<file path="src/rtl/uart_rx.sv">
// -----------------------------------------------------------------------------
// uart_rx -- 8N1 asynchronous serial receiver.
//
// Oversamples the RS-232 RX line with the system clock, detects the falling
// edge of a start bit, then samples every bit in the middle of its bit period
// (start, 8 data bits LSB-first, stop). A completed byte is copied to rx_data
// and announced with a one-cycle po_flag strobe.
//
// Ports:
//   CLK        in   1  system clock, rising-edge active
//   RSTn       in   1  asynchronous active-low reset
//   rs232_rx   in   1  serial line, idle high, asynchronous to CLK
//   rx_data    out  8  last good byte (bit0 = first data bit on the line)
//   po_flag    out  1  one-cycle pulse: new byte valid on rx_data
//   frame_err  out  1  (only with UART_RX_STOP_CHECK_EN) one-cycle pulse when
//                      the stop bit is sampled low; the byte is then dropped
//
// Build option:
//   UART_RX_STOP_CHECK_EN  when defined, the stop bit is checked and the
//                          frame_err port exists. When undefined, the stop bit
//                          value is ignored and every frame is delivered.
// -----------------------------------------------------------------------------
`timescale 1ns/1ps

module uart_rx #(
    parameter int BAUD_CNT_MAX  = 56,
    parameter int BAUD_CNT_HALF = BAUD_CNT_MAX / 2
) (
    input  logic       CLK,
    input  logic       RSTn,
    input  logic       rs232_rx,
    output logic [7:0] rx_data,
    output logic       po_flag
`ifdef UART_RX_STOP_CHECK_EN
    ,
    output logic       frame_err
`endif
);

    localparam int BW = (BAUD_CNT_MAX > 1) ? $clog2(BAUD_CNT_MAX) : 1;

    localparam logic [BW-1:0] BAUD_LAST = BW'(BAUD_CNT_MAX - 1);
    localparam logic [BW-1:0] BAUD_HALF = BW'(BAUD_CNT_HALF);
    localparam logic [BW-1:0] BAUD_ONE  = BW'(1);
    localparam logic [BW-1:0] BAUD_ZERO = BW'(0);

    localparam logic [3:0] BIT_START = 4'd0;
    localparam logic [3:0] BIT_LAST  = 4'd8;

    typedef enum logic [0:0] {
        ST_IDLE = 1'b0,
        ST_RECV = 1'b1
    } state_t;

    // Synchroniser chain; rx_s3 exists only to detect the falling edge.
    logic rx_s1;
    logic rx_s2;
    logic rx_s3;

    state_t        state_r;
    state_t        state_nxt_s;
    logic [BW-1:0] baud_cnt_r;
    logic [BW-1:0] baud_cnt_nxt_s;
    logic [3:0]    bit_cnt_r;
    logic [3:0]    bit_cnt_nxt_s;
    logic [7:0]    shift_r;
    logic [7:0]    shift_nxt_s;
    logic [7:0]    rx_data_r;
    logic [7:0]    rx_data_nxt_s;
    logic          po_flag_r;
    logic          po_flag_nxt_s;
`ifdef UART_RX_STOP_CHECK_EN
    logic          frame_err_r;
    logic          frame_err_nxt_s;
`endif

    logic fall_s;
    logic sample_s;

    // Two-flop synchroniser plus edge-detect flop, reset to the idle level.
    always_ff @(posedge CLK or negedge RSTn) begin
        if (!RSTn) begin
            rx_s1 <= 1'b1;
            rx_s2 <= 1'b1;
            rx_s3 <= 1'b1;
        end else begin
            rx_s1 <= rs232_rx;
            rx_s2 <= rx_s1;
            rx_s3 <= rx_s2;
        end
    end

    assign fall_s   = (rx_s2 == 1'b0) && (rx_s3 == 1'b1);
    assign sample_s = (state_r == ST_RECV) && (baud_cnt_r == BAUD_HALF);

    // State, counters, shift register and registered outputs.
    always_ff @(posedge CLK or negedge RSTn) begin
        if (!RSTn) begin
            state_r     <= ST_IDLE;
            baud_cnt_r  <= BAUD_ZERO;
            bit_cnt_r   <= 4'd0;
            shift_r     <= 8'h00;
            rx_data_r   <= 8'h00;
            po_flag_r   <= 1'b0;
`ifdef UART_RX_STOP_CHECK_EN
            frame_err_r <= 1'b0;
`endif
        end else begin
            state_r     <= state_nxt_s;
            baud_cnt_r  <= baud_cnt_nxt_s;
            bit_cnt_r   <= bit_cnt_nxt_s;
            shift_r     <= shift_nxt_s;
            rx_data_r   <= rx_data_nxt_s;
            po_flag_r   <= po_flag_nxt_s;
`ifdef UART_RX_STOP_CHECK_EN
            frame_err_r <= frame_err_nxt_s;
`endif
        end
    end

    // Next-state logic: bit timing, sampling, shifting and byte delivery.
    always_comb begin
        state_nxt_s     = state_r;
        baud_cnt_nxt_s  = baud_cnt_r;
        bit_cnt_nxt_s   = bit_cnt_r;
        shift_nxt_s     = shift_r;
        rx_data_nxt_s   = rx_data_r;
        po_flag_nxt_s   = 1'b0;
`ifdef UART_RX_STOP_CHECK_EN
        frame_err_nxt_s = 1'b0;
`endif
        case (state_r)
            ST_IDLE: begin
                // Counters are held at zero so entry into RECV starts clean.
                baud_cnt_nxt_s = BAUD_ZERO;
                bit_cnt_nxt_s  = 4'd0;
                if (fall_s) begin
                    state_nxt_s = ST_RECV;
                end else begin
                    state_nxt_s = ST_IDLE;
                end
            end
            ST_RECV: begin
                if (baud_cnt_r == BAUD_LAST) begin
                    baud_cnt_nxt_s = BAUD_ZERO;
                    bit_cnt_nxt_s  = bit_cnt_r + 4'd1;
                end else begin
                    baud_cnt_nxt_s = baud_cnt_r + BAUD_ONE;
                    bit_cnt_nxt_s  = bit_cnt_r;
                end

                if (sample_s) begin
                    if (bit_cnt_r == BIT_START) begin
                        // A start bit that is high again at mid-bit was a glitch.
                        if (rx_s2) begin
                            state_nxt_s = ST_IDLE;
                        end else begin
                            state_nxt_s = ST_RECV;
                        end
                    end else if (bit_cnt_r <= BIT_LAST) begin
                        // LSB arrives first, so shift in from the top.
                        shift_nxt_s = {rx_s2, shift_r[7:1]};
                        state_nxt_s = ST_RECV;
                    end else begin
                        // Stop bit: leave at mid-bit so a back-to-back start
                        // edge in the second half of the stop bit is caught.
`ifdef UART_RX_STOP_CHECK_EN
                        if (rx_s2) begin
                            rx_data_nxt_s = shift_r;
                            po_flag_nxt_s = 1'b1;
                        end else begin
                            frame_err_nxt_s = 1'b1;
                        end
`else
                        rx_data_nxt_s = shift_r;
                        po_flag_nxt_s = 1'b1;
`endif
                        state_nxt_s = ST_IDLE;
                    end
                end else begin
                    state_nxt_s = ST_RECV;
                end
            end
            default: begin
                state_nxt_s    = ST_IDLE;
                baud_cnt_nxt_s = BAUD_ZERO;
                bit_cnt_nxt_s  = 4'd0;
            end
        endcase
    end

    assign rx_data = rx_data_r;
    assign po_flag = po_flag_r;
`ifdef UART_RX_STOP_CHECK_EN
    assign frame_err = frame_err_r;
`endif

endmodule

</file>
<file path="config.mk">
export PLATFORM = sky130hd
export DESIGN_NAME = uart_rx
export DESIGN_NICKNAME = d
export VERILOG_FILES = /design/src/rtl/uart_rx.sv
export SDC_FILE = /design/constraint.sdc
export NUM_CORES = 1
export LEC_CHECK = 0
export ABC_CLOCK_PERIOD_IN_PS = 3140
export BUFFER_PORTS_ARGS = -buffer_cell sky130_fd_sc_hd__buf_4
export CAP_MARGIN = 0
export CORE_ASPECT_RATIO = 1.75
export CORE_UTILIZATION = 50
export DETAILED_ROUTE_END_ITERATION = 6
export HOLD_SLACK_MARGIN = 0.06
export PLACE_DENSITY = 0.73
export SKIP_LAST_GASP = 1
export SYNTH_ARGS = -nofsm -noshare
export SYNTH_HDL_FRONTEND = slang
export SYNTH_SLANG_ARGS = --single-unit
</file>
<file path="constraint.sdc">
create_clock -name CLK -period 3.14 [get_ports CLK]
set_input_delay 0.314 -clock CLK [delete_from_list [all_inputs] [get_ports CLK]]
set_output_delay 0.314 -clock CLK [all_outputs]
set_load 0.1 [all_outputs]
</file>
Word level (Yosys, flattened, before mapping)
Cells that the tools add are included.
{"block": "op_classes", "n_eq_ne": 3, "n_reduce_logical": 5, "bitwise": 4, "order_cmp": 1, "add_sub_neg": 2, "n_mux": 14}
{"operator": "one-hot mux 6 bit (2 select lines)", "count": 1}
{"operator": "2-to-1 mux 1 bit", "count": 9}
{"operator": "one-hot mux 4 bit (2 select lines)", "count": 1}
{"operator": "AND reduction 4 bit", "count": 2}
{"operator": "adder 6 x 1 -> 6 bit, second input constant", "count": 1}
{"operator": "== test 6 x 5 -> 1 bit, second input constant", "count": 1}
{"operator": "== test 6 bit, second input constant", "count": 1}
{"operator": "2-to-1 mux 6 bit", "count": 1}
{"operator": "adder 4 x 1 -> 4 bit, second input constant", "count": 1}
{"operator": "<= comparator 4 bit, second input constant", "count": 1}
{"operator": "logical NOT 4 bit", "count": 1}
{"operator": "2-to-1 mux 4 bit", "count": 1}
{"operator": "NOT 1 bit", "count": 4}
{"operator": "logical AND 1 bit", "count": 2}
{"operator": "!= test 2 x 1 -> 1 bit, second input constant", "count": 1}
{"operator": "one-hot mux 1 bit (2 select lines)", "count": 1}
{"block": "totals", "ff_bits": 31, "elab_cells": 38, "output_inout_bits": 9, "inputBits": 3}

Logic depth before layout (Yosys ltp)
Gate-level depths: netlist of the first run.
{"block": "logic_depth", "depth_word": 5, "ltp_mapped": 6, "depth_no_buf": 6}

Worst setup path before layout of the first run
OpenSTA, ideal clock, no wires.
{"block": "synth_timing", "path_type": "register to register", "start": "reg bit_cnt_r[0]", "end": "reg shift_r[0]", "synth_period_minus_slack_ns": 1.576, "stages_incl_launch_ff": 7, "t_required_ns": 3.015, "t_arrival_ns": 1.451, "setup_ns": 0.125, "path_buffers": 0, "slack_ns": 1.564, "cell_sequence": "dfrtp_1 > inv_1 > ha_1 > nand2b_1 > or2_2 > nand3_2 > mux2_2"}
{"block": "synth_between", "elab_chain_cells": 3, "word_cells_on_any_way": 4, "cone_classes": "order compare (1); bitwise (1); reduce/logical (2)"}
{"element": "start, declared", "line_no": "64", "text": "logic [3:0] bit_cnt_r;"}
{"element": "start signal, assigned", "line_no": "111", "text": "bit_cnt_r <= bit_cnt_nxt_s;"}
{"element": "branches (longest 2 deep; another with <= comparator 4 bit)"}
{"element": "AND reduction 4 bit (no source line) *"}
{"element": "end signal, assigned", "line_no": "112", "text": "shift_r <= shift_nxt_s;"}
{"element": "end, declared", "line_no": "66", "text": "logic [7:0] shift_r;"}
Mark *: on every way between the ends.
A chain may end at the register's enable or synchronous reset.

Final worst setup path of the first run
Ends and elaborated chain as after synthesis.

==> impl_results.md, run 1 <==
- Worst setup SP type: flip-flop
- Status: completed
- Number of detailed-route iterations in the first pass: 2
- Sink Count: 31
- Count of vias placed by the detailed router: 788
- Average via count per standard cell: 5.434
- Commonest non-fill, non-tap cells in the layout: 28 x sky130_fd_sc_hd__dfrtp_1, 16 x sky130_fd_sc_hd__mux2_2, 11 x sky130_fd_sc_hd__buf_4, 7 x sky130_fd_sc_hd__clkbuf_8
- Cell chain of the critical path: inv_1 -> ha_1 -> nand2b_1 -> or2_2 -> nand3_2 -> mux2_2
- Number of antenna violations at the first check in global routing: 0
- Wire length of the first global-routing pass: 3622 µm
- Syn Area/Cell: 13.08 µm²
- # rows: 24
- Initial core utilization: 52.59%
- Horizontal die dimension: 40.47 µm
- Depth of the CTS H-tree: 2
- Number of nets in the final layout: 125
- Register cell area after layout: 779.5 µm²
- Overflow left after global routing: 0
- Most common cell after layout, fill and taps aside: sky130_fd_sc_hd__dfrtp_1
- Final setup violation count: 0
- Routed WL per cell: 14.15 µm
- RSZ-0062 raised after global routing: no
- Peak supply drop: 404.5 µV
- Max Clk Rate: 0.5790 GHz
- Number of maximum-capacitance violations: 0
- Synth-to-layout area growth: 17.39%
- Antenna Diode Count: 0
- Pre-CTS WS: 1452 ps
- Pwr Density: 668.5 nW/µm²
- Routability cong.: 0.7238
- Fraction of final layout cells with drive strength greater than 1: 34.45%
- Clock tree root buffer cell: sky130_fd_sc_hd__clkbuf_8
- Crit-path slowest cell: sky130_fd_sc_hd__dfrtp_1
- Final standard cell utilization of the core: 61.74%
- TritonCTS clock tree: built
- Maximum number of pins on one net before global-route repair: 32
- Final worst path period need: 1727 ps
- Summed instance area of the synthesized netlist: 1295 µm²
- Syn nets: 106
- Delay of the slowest cell on the worst path: 400 ps
- Hold violation total from the final report: 0
- Hold slack: 138.5 ps
- Share of the clock period used by the worst path after layout: 55.00%
- Share of the yosys chip area belonging to registers: 60.19%
- IO Count: 12
- Yosys warning total: 0
- Detailed router's first-iteration violation count: 6
- Cts bufs inserted: 5
- Core Area: 2462 µm²
- Critical path peak fanout: 8
- Aggregate routed wire length: 2052 µm
- Buffers from clock root to sink, at most: 2
- Vias in the first global route: 832
- Static leakage: 0.0007748 µW
- Post-route DRC: 0
- Clock network latency to the later pin of the worst-skew pair: 290 ps
- Data required time at the worst endpoint: 3300 ps
- Setup Crit Path Kind: flip-flop to flip-flop
- R2R Setup Slk: 1410 ps
- Max Transition Viols Final: 0
- Final HPWL from detailed placement: 1427 µm
- Transition at the pin with the smallest max-transition slack: 373.2 ps
- Rel. slew slack: 75.12%
- Number of flip-flops and latches in the synthesized netlist: 31
- Overall Global Routing Usage: 19.75%
- Antenna-violating nets left: 0
- Synth unique cells: 22
- CTS clk-pin slew, worst paths: 70 ps
- Combined area of the multi-input logic cells: 493.0 µm²
- Area of the die: 2806 µm²
- Die boundary height: 69.33 µm
- Worst Clk Skew: 9.913 ps
- FILL cells: 212
- Final setup TNS: 0 ps
- Post-synthesis cell count: 99
- CP Capture Type: flip-flop
- Number of input and output port buffers inserted: 11
- Worst endpoint data arrival time: 1890 ps
- Final total power: 1016 µW
- Hold Path Class: input pin to flip-flop
- Final worst setup slack: 1413 ps
-- where the power goes --
group	switching (µW)	internal, µW	leakage, µW	total (µW)
logic	85.9	82.9	0.000317	169
registers	57.7	452	0.000407	509
clock network	138	200	0.0000515	338
-- state kept, by name, indices dropped and copies added (netlist names) --
signal,flops
rx_data,8
shift_r,8
baud_cnt_r,6
bit_cnt_r,4
po_flag,1
rx_s1,1
rx_s2,1
rx_s3,1
state_r,1
-- worst max-delay path: cells and delay by family, from the launching register on --
| kind | cells | cell delay (ps) |
|---|---|---|
| AND/OR/NAND/NOR | 3 | 580 |
| flip-flops | 1 | 400 |
| multiplexers | 1 | 360 |
| adder cells (fa/ha/maj) | 1 | 150 |
| buffers and inverters | 1 | 100 |
-- cell families after synthesis --
kind of cell / count (synthesis) / synth area share (%)
adders and majority gates: 4 / 3.865
DFF: 31 / 60.19
and+or+nand+nor: 29 / 13.34
muxes: 16 / 13.91
AOI/OAI and AO/OA: 7 / 2.898
buffers and inverters: 6 / 1.739
xor gates and xnor gates: 6 / 4.058
-- Yosys cell counts --
library cell	number	area [µm²]
sky130_fd_sc_hd__nand4b_1	1	8.760
sky130_fd_sc_hd__nor2_1	5	18.77
sky130_fd_sc_hd__o211ai_1	1	7.510
sky130_fd_sc_hd__or2_2	1	6.260
sky130_fd_sc_hd__and3_1	1	6.260
sky130_fd_sc_hd__nand2b_1	3	18.77
sky130_fd_sc_hd__and2_1	6	37.54
sky130_fd_sc_hd__dfrtp_1	28	700.7
sky130_fd_sc_hd__a21oi_1	5	25.02
sky130_fd_sc_hd__nand3_2	2	20.02
sky130_fd_sc_hd__nor2_2	1	6.260
sky130_fd_sc_hd__ha_1	4	50.05
sky130_fd_sc_hd__inv_1	6	22.52
sky130_fd_sc_hd__o21ai_0	1	5.000
sky130_fd_sc_hd__dfstp_2	3	78.83
sky130_fd_sc_hd__and4b_1	1	10.01
sky130_fd_sc_hd__nor2b_1	2	12.51
sky130_fd_sc_hd__mux2_2	16	180.2
sky130_fd_sc_hd__xnor2_1	4	35.03
sky130_fd_sc_hd__xor2_1	2	17.52
sky130_fd_sc_hd__nand2_1	2	7.510
sky130_fd_sc_hd__nand3_1	4	20.02
-- per-layer routing --
layer / part of all wire (%) / GRT usage [%]
met5: 0 / 0
met4: 4.0 / 13.33
met3: 3.8 / 7.692
met2: 55 / 30.69
met1: 37 / 19.95
-- area by class of cell --
| cell class | count | area share, % |
|---|---|---|
| multi-input combinational | 62 | 32.43 |
| sequential | 31 | 51.28 |
| clock buffer | 8 | 6.584 |
| timing repair buffer | 12 | 6.091 |
| inverter | 6 | 1.481 |
| tap | 26 | 2.140 |
-- repair_timing --
action | CTS | global route
hold endpoints to repair | 28 | 0
hold buffers | 1 | 0
gates resized for setup | 0 | 0
setup buffers | 0 | 0
-- metrics by stage --
stage	cells	area (µm²)
detailed placement	136	1410
global route	145	1520
CTS	145	1520
floorplan	99	1295
finish	145	1520
global placement	136	1410
-- path summary, 6_finish.rpt --
path,startpoint,endpoint,cells past startpoint
min reg2reg,rx_s1,rx_s2,0
min,rs232_rx,rx_s1,1
max,bit_cnt_r[0],shift_r[0],6
max in group asynchronous,RSTn,rx_s1,2
min in group asynchronous,RSTn,baud_cnt_r[4],2
max reg2reg,bit_cnt_r[0],shift_r[0],6
(Power assumes the default switching activity.)
==> run 2, diff against run 1 <==
- ABC_CLOCK_PERIOD_IN_PS: 3140 -> 1500
- PLACE_DENSITY: 0.73 -> 0.76
- clock period: 3.14 -> 1.5 ns (I/O delays scaled with it)
==> run 2 against run 1 <==
The run now ends with negative setup slack left. Clock power increased by 140%. Wire length grew 24%. Power grew to 2.5 times the previous value. Flip-flop and latch count is the same. Combinational power rose to 4.1 times the previous value. Sequential share of layout area decreased by 5.9 points. Hold slack improved by 190 ps. Die area is the same. Critical endpoint is now rx_data[2].
==> impl_results.md, run 2 (synthesized netlist as in run 1, its figures left out) <==
- Status: complete, but fails checks (was completed)
- Violated checks: negative setup slack
- Startpoint of the most critical register-to-register path: baud_cnt_r[0] (was bit_cnt_r[0])
- Cts bufs inserted: 5 (unchanged)
- Synth-to-layout area growth: 32.66% (was 17.39%)
- Path depth of the worst reg2reg path: 7 (was 6)
- Final worst path period need: 1595 ps (was 1727 ps)
- Rel. slew slack: 74.34% (was 75.12%)
- Pwr Density: 1479 nW/µm² (was 668.5 nW/µm²)
- Static leakage: 0.0008640 µW (was 0.0007748 µW)
- Antenna Diode Count: 0 (unchanged)
- Final HPWL from detailed placement: 1586 µm (was 1427 µm)
- Worst Clk Skew: 5.887 ps (was 9.913 ps)
- Depth of the CTS H-tree: 2 (unchanged)
- CP Launch Point: baud_cnt_r[0] (was bit_cnt_r[0])
- Number of nets in the final layout: 141 (was 125)
- Buffers from clock root to sink, at most: 2 (unchanged)
- Maximum number of pins on one net before global-route repair: 32 (unchanged)
- Clock network latency to the later pin of the worst-skew pair: 280 ps (was 290 ps)
- Core Area: 2462 µm² (unchanged)
- Overflow left after global routing: 0 (unchanged)
- Pre-CTS WS: -45.31 ps (was 1452 ps)
- Die boundary height: 69.33 µm (unchanged)
- Max Clk Rate: 0.6270 GHz (was 0.5790 GHz)
- Transition at the pin with the smallest max-transition slack: 385.0 ps (was 373.2 ps)
- Max Transition Viols Final: 0 (unchanged)
- Share of the clock period used by the worst path after layout: 106.3% (was 55.00%)
- Post-route DRC: 0 (unchanged)
- Data required time at the worst endpoint: 1670 ps (was 3300 ps)
- Number of input and output port buffers inserted: 11 (unchanged)
- Worst setup SP type: flip-flop (unchanged)
- Horizontal die dimension: 40.47 µm (unchanged)
- Number of maximum-capacitance violations: 0 (unchanged)
- Overall Global Routing Usage: 20.81% (was 19.75%)
- Critical path peak fanout: 5 (was 8)
- Aggregate routed wire length: 2544 µm (was 2052 µm)
- TritonCTS clock tree: built (unchanged)
- CTS clk-pin slew, worst paths: 70 ps (about the same)
- Vias in the first global route: 943 (was 832)
- Number of antenna violations at the first check in global routing: 0 (unchanged)
- Number of detailed-route iterations in the first pass: 4 (was 2)
- Initial core utilization: 52.59% (unchanged)
- Final worst setup slack: -94.96 ps (was 1413 ps)
- Fraction of final layout cells with drive strength greater than 1: 48.89% (was 34.45%)
- Sink Count: 31 (unchanged)
- Clock tree root buffer cell: sky130_fd_sc_hd__clkbuf_8 (unchanged)
- Hold Path Class: input pin to async pin (was input pin to flip-flop)
- Routed WL per cell: 15.80 µm (was 14.15 µm)
- Setup Crit Path Kind: flip-flop to flip-flop (unchanged)
- Area after detailed placement: 1488 µm² (was 1410 µm²)
- Final std cell area, no fill: 1718 µm² (was 1520 µm²)
- Average via count per standard cell: 5.311 (was 5.434)
- IO Count: 12 (unchanged)
- Count of vias placed by the detailed router: 855 (was 788)
- Routability cong.: 0.8556 (was 0.7238)
- RSZ-0062 raised after global routing: yes (was no)
- Final standard cell utilization of the core: 69.77% (was 61.74%)
- # rows: 24 (unchanged)
- Detailed router's first-iteration violation count: 22 (was 6)
- Peak supply drop: 1038 µV (was 404.5 µV)
- Commonest non-fill, non-tap cells in the layout: 28 x sky130_fd_sc_hd__dfrtp_1, 24 x sky130_fd_sc_hd__buf_4, 14 x sky130_fd_sc_hd__mux2_2 (was 28 x sky130_fd_sc_hd__dfrtp_1, 16 x sky130_fd_sc_hd__mux2_2, 11 x sky130_fd_sc_hd__buf_4, 7 x sky130_fd_sc_hd__clkbuf_8)
- Final setup violation count: 16 (was 0)
- Worst reg2reg path endpoint: rx_data[2] (was shift_r[0])
- Worst endpoint data arrival time: 1770 ps (was 1890 ps)
- Antenna-violating nets left: 0 (unchanged)
- R2R Setup Slk: -90 ps (was 1410 ps)
- Most common cell after layout, fill and taps aside: sky130_fd_sc_hd__dfrtp_1 (unchanged)
- CP Capture Type: flip-flop (unchanged)
- Termination of the worst setup path: rx_data[2] (was shift_r[0])
- Wire length of the first global-routing pass: 3995 µm (was 3622 µm)
- Hold violation total from the final report: 0 (unchanged)
- Area of the die: 2806 µm² (unchanged)
-- run 2: cell type report --
class                           count  area, µm²
Clock inverter                      3      43.79
Fill cell                         178      744.5
Tap cell                           26      32.53
Clock buffer                        5      68.82
Timing Repair Buffer               27      211.5
Inverter                            6      22.52
Multi-Input combinational cell     63      559.3
Sequential cell                    31      779.5
-- run 2: power by group --
group	internal, µW	switching (µW)
clock network	494	319
logic	370	323
registers	945	89.7
-- run 2: layer usage --
layer  GRT usage [%]  part of all wire, %  vias up
met2           33.33                   58       12
met5               0                    0        -
met4           8.889                  1.8        0
met3           7.372                  2.6        5
met1           23.41                   38      436
li1                -                    -      402
-- run 2: critical path, stage by stage, from the launching register on --
cell,delay [ps]
sky130_fd_sc_hd__dfrtp_1,380
sky130_fd_sc_hd__inv_1,60
sky130_fd_sc_hd__ha_1,140
sky130_fd_sc_hd__nand4b_1,150
sky130_fd_sc_hd__nor2_4,160
sky130_fd_sc_hd__buf_4,140
sky130_fd_sc_hd__nand3_4,120
sky130_fd_sc_hd__mux2_4,330
-- run 2: worst min-delay path by stage --
stage               startpoint       endpoint  slack, ps  depth (start not counted)
floorplan                 RSTn  baud_cnt_r[0]       -150                          0
global placement          RSTn        po_flag         90                          1
detailed placement        RSTn     rx_data[0]        100                          1
CTS                       RSTn     shift_r[1]        340                          2
global route             rx_s1          rx_s2        360                          0
finish                    RSTn     rx_data[0]        330                          2
-- run 2: stage by stage --
step / TNS [ps] / instances / hold slack (ps) / power (µW)
finish: -1147 / 161 / 328.9 / 2541
global route: -2741 / 161 / 362.0 / 2655
CTS: -834.8 / 158 / 340.5 / 2482
detailed placement: -573.6 / 145 / 102.3 / 1585
global placement: -129.6 / 145 / 94.78 / 1553
floorplan: 0 / 99 / -145.6 / 1346
-- run 2: timing repair --
action | CTS | global route
buffers inserted | 3 | 2
resized for setup | 5 | 9
pin swaps | 1 | 3
gates cloned | 0 | 1
setup endpoints to repair | 16 | 21
hold endpoints to repair | 29 | 0
hold buffers | 2 | 0
==> run 3, diff against run 2 <==
- PLACE_DENSITY: 0.76 -> 0.75
==> run 3 against run 2 <==
The run still ends with negative setup slack left. Cell count fell by 0.62%. Largest cell class unchanged. Critical path type unchanged. Hold slack improved by 13 ps. Utilization is 0.76 points higher. Wire length fell by 6.4%. Highest routed layer unchanged. Register-to-register slack gained 40 ps.
==> impl_results.md, run 3 (synthesized netlist as in run 1, its figures left out) <==
- Number of antenna violations at the first check in global routing: 0 (unchanged)
- # rows: 24 (unchanged)
- Share of the clock period used by the worst path after layout: 103.4% (was 106.3%)
- Worst Clk Skew: 6.830 ps (was 5.887 ps)
- Setup Crit Path Kind: flip-flop to flip-flop (unchanged)
- CP Capture Type: flip-flop (unchanged)
- CTS clk-pin slew, worst paths: 60 ps (was 70 ps)
- TritonCTS clock tree: built (unchanged)
- Most common cell after layout, fill and taps aside: sky130_fd_sc_hd__dfrtp_1 (unchanged)
- Max Clk Rate: 0.6445 GHz (was 0.6270 GHz)
- Routability cong.: 0.6929 (was 0.8556)
- Sink Count: 31 (unchanged)
- Peak supply drop: 959.4 µV (was 1038 µV)
- Wire length of the first global-routing pass: 3967 µm (was 3995 µm)
- Pre-CTS WS: -64.93 ps (was -45.31 ps)
- Count of vias placed by the detailed router: 835 (was 855)
- Die boundary height: 69.33 µm (unchanged)
- Hold violation total from the final report: 0 (unchanged)
- Vias in the first global route: 890 (was 943)
- Area of the die: 2806 µm² (unchanged)
- Worst reg2reg path endpoint: rx_data[3] (was rx_data[2])
- Buffers from clock root to sink, at most: 2 (unchanged)
- Transition at the pin with the smallest max-transition slack: 391.1 ps (was 385.0 ps)
- Maximum number of pins on one net before global-route repair: 32 (unchanged)
- Aggregate routed wire length: 2380 µm (was 2544 µm)
- Number of input and output port buffers inserted: 11 (unchanged)
- Depth of the CTS H-tree: 2 (unchanged)
- Commonest non-fill, non-tap cells in the layout: 28 x sky130_fd_sc_hd__dfrtp_1, 22 x sky130_fd_sc_hd__buf_4, 14 x sky130_fd_sc_hd__mux2_2, 7 x sky130_fd_sc_hd__clkbuf_8 (was 28 x sky130_fd_sc_hd__dfrtp_1, 24 x sky130_fd_sc_hd__buf_4, 14 x sky130_fd_sc_hd__mux2_2)
- Critical path peak fanout: 5 (unchanged)
- Clock tree root buffer cell: sky130_fd_sc_hd__clkbuf_8 (unchanged)
- Final setup violation count: 13 (was 16)
- Final setup TNS: -397.7 ps (was -1147 ps)
- Initial core utilization: 52.59% (unchanged)
- Number of detailed-route iterations in the first pass: 3 (was 4)
- Final HPWL from detailed placement: 1613 µm (was 1586 µm)
- R2R Setup Slk: -50 ps (was -90 ps)
- Cts bufs inserted: 5 (unchanged)
- Overall Global Routing Usage: 21.04% (was 20.81%)
- Average via count per standard cell: 5.219 (was 5.311)
- Hold Path Class: input pin to async pin (unchanged)
- Clock network latency to the later pin of the worst-skew pair: 280 ps (about the same)
- Violated checks: negative setup slack (unchanged)
- Antenna-violating nets left: 0 (unchanged)
- Final std cell area, no fill: 1737 µm² (was 1718 µm²)
- RSZ-0062 raised after global routing: yes (unchanged)
- Startpoint of the most critical register-to-register path: baud_cnt_r[1] (was baud_cnt_r[0])
- Detailed router's first-iteration violation count: 4 (was 22)
- Data required time at the worst endpoint: 1660 ps (was 1670 ps)
- Number of maximum-capacitance violations: 0 (unchanged)
- Rel. slew slack: 73.93% (was 74.34%)
- Horizontal die dimension: 40.47 µm (unchanged)
- Max Transition Viols Final: 0 (unchanged)
- Worst setup SP type: flip-flop (unchanged)
- Number of nets in the final layout: 140 (was 141)
- Overflow left after global routing: 0 (unchanged)
- Final worst path period need: 1552 ps (was 1595 ps)
- IO Count: 12 (unchanged)
- Worst endpoint data arrival time: 1710 ps (was 1770 ps)
- Antenna Diode Count: 0 (unchanged)
- Area after detailed placement: 1495 µm² (was 1488 µm²)
- Final worst setup slack: -51.67 ps (was -94.96 ps)
- Static leakage: 0.0008544 µW (was 0.0008640 µW)
- Pwr Density: 1426 nW/µm² (was 1479 nW/µm²)
- Core Area: 2462 µm² (unchanged)
- Fraction of final layout cells with drive strength greater than 1: 48.51% (was 48.89%)
- Status: complete, but fails checks (unchanged)
- Routed WL per cell: 14.88 µm (was 15.80 µm)
- Synth-to-layout area growth: 34.11% (was 32.66%)
- Post-route DRC: 0 (unchanged)
- Path depth of the worst reg2reg path: 7 (unchanged)
## run 3: worst max path at each step
stage,start,endpoint,slack [ps],cells after the start
after floorplan,bit_cnt_r[0],shift_r[0],2,6
after global placement,bit_cnt_r[0],shift_r[7],-30,6
after detailed placement,bit_cnt_r[0],shift_r[7],-60,6
after CTS,baud_cnt_r[0],rx_data[3],-50,7
after global routing,baud_cnt_r[0],shift_r[7],-130,7
final,baud_cnt_r[1],rx_data[3],-50,7
## run 3: cell type report
type                    instances  area [µm²]
fillers                       162       725.7
well taps                      26       32.53
multi-input cells              63       594.3
inverters                       6       22.52
clock buffers                   8       100.1
repair buffers                 26       207.7
flip-flops and latches         31       779.5
## run 3: metrics by stage
stage	std cells	hold slack (ps)	util [%]	power [µW]
detailed placement	146	102.4	60.72	1606
floorplan	99	-145.6	-	1346
global route	160	356.5	70.53	2632
CTS	160	350.8	68.19	2414
global placement	146	94.46	60.72	1568
finish	160	342.1	70.53	2476
## run 3: routing by layer
layer	global-route usage [%]	routed length, µm	vias up
li1	-	-	404
met1	24.72	947	412
met2	32.80	1315	13
met3	7.692	67	6
met4	8.889	49	0
met5	0	0	-
## run 3: critical path, stage by stage (launching register included)
cell,delay [ps]
sky130_fd_sc_hd__dfrtp_1,390
sky130_fd_sc_hd__inv_2,80
sky130_fd_sc_hd__ha_4,120
sky130_fd_sc_hd__nand4b_1,100
sky130_fd_sc_hd__nor2_2,160
sky130_fd_sc_hd__buf_6,140
sky130_fd_sc_hd__nand3_4,110
sky130_fd_sc_hd__mux2_4,330
## run 3: where the power goes
group	internal, µW	switching [µW]
combinational	395	349
clock	418	283
sequential	946	85.3
## run 3: timing repair
item	4_1_cts	5_1_grt
hold endpoints to repair	29	0
hold buffers	2	0
cloned	1	0
setup endpoints to repair	16	23
resized for setup	5	14
pin swaps	3	4
setup buffers	3	0
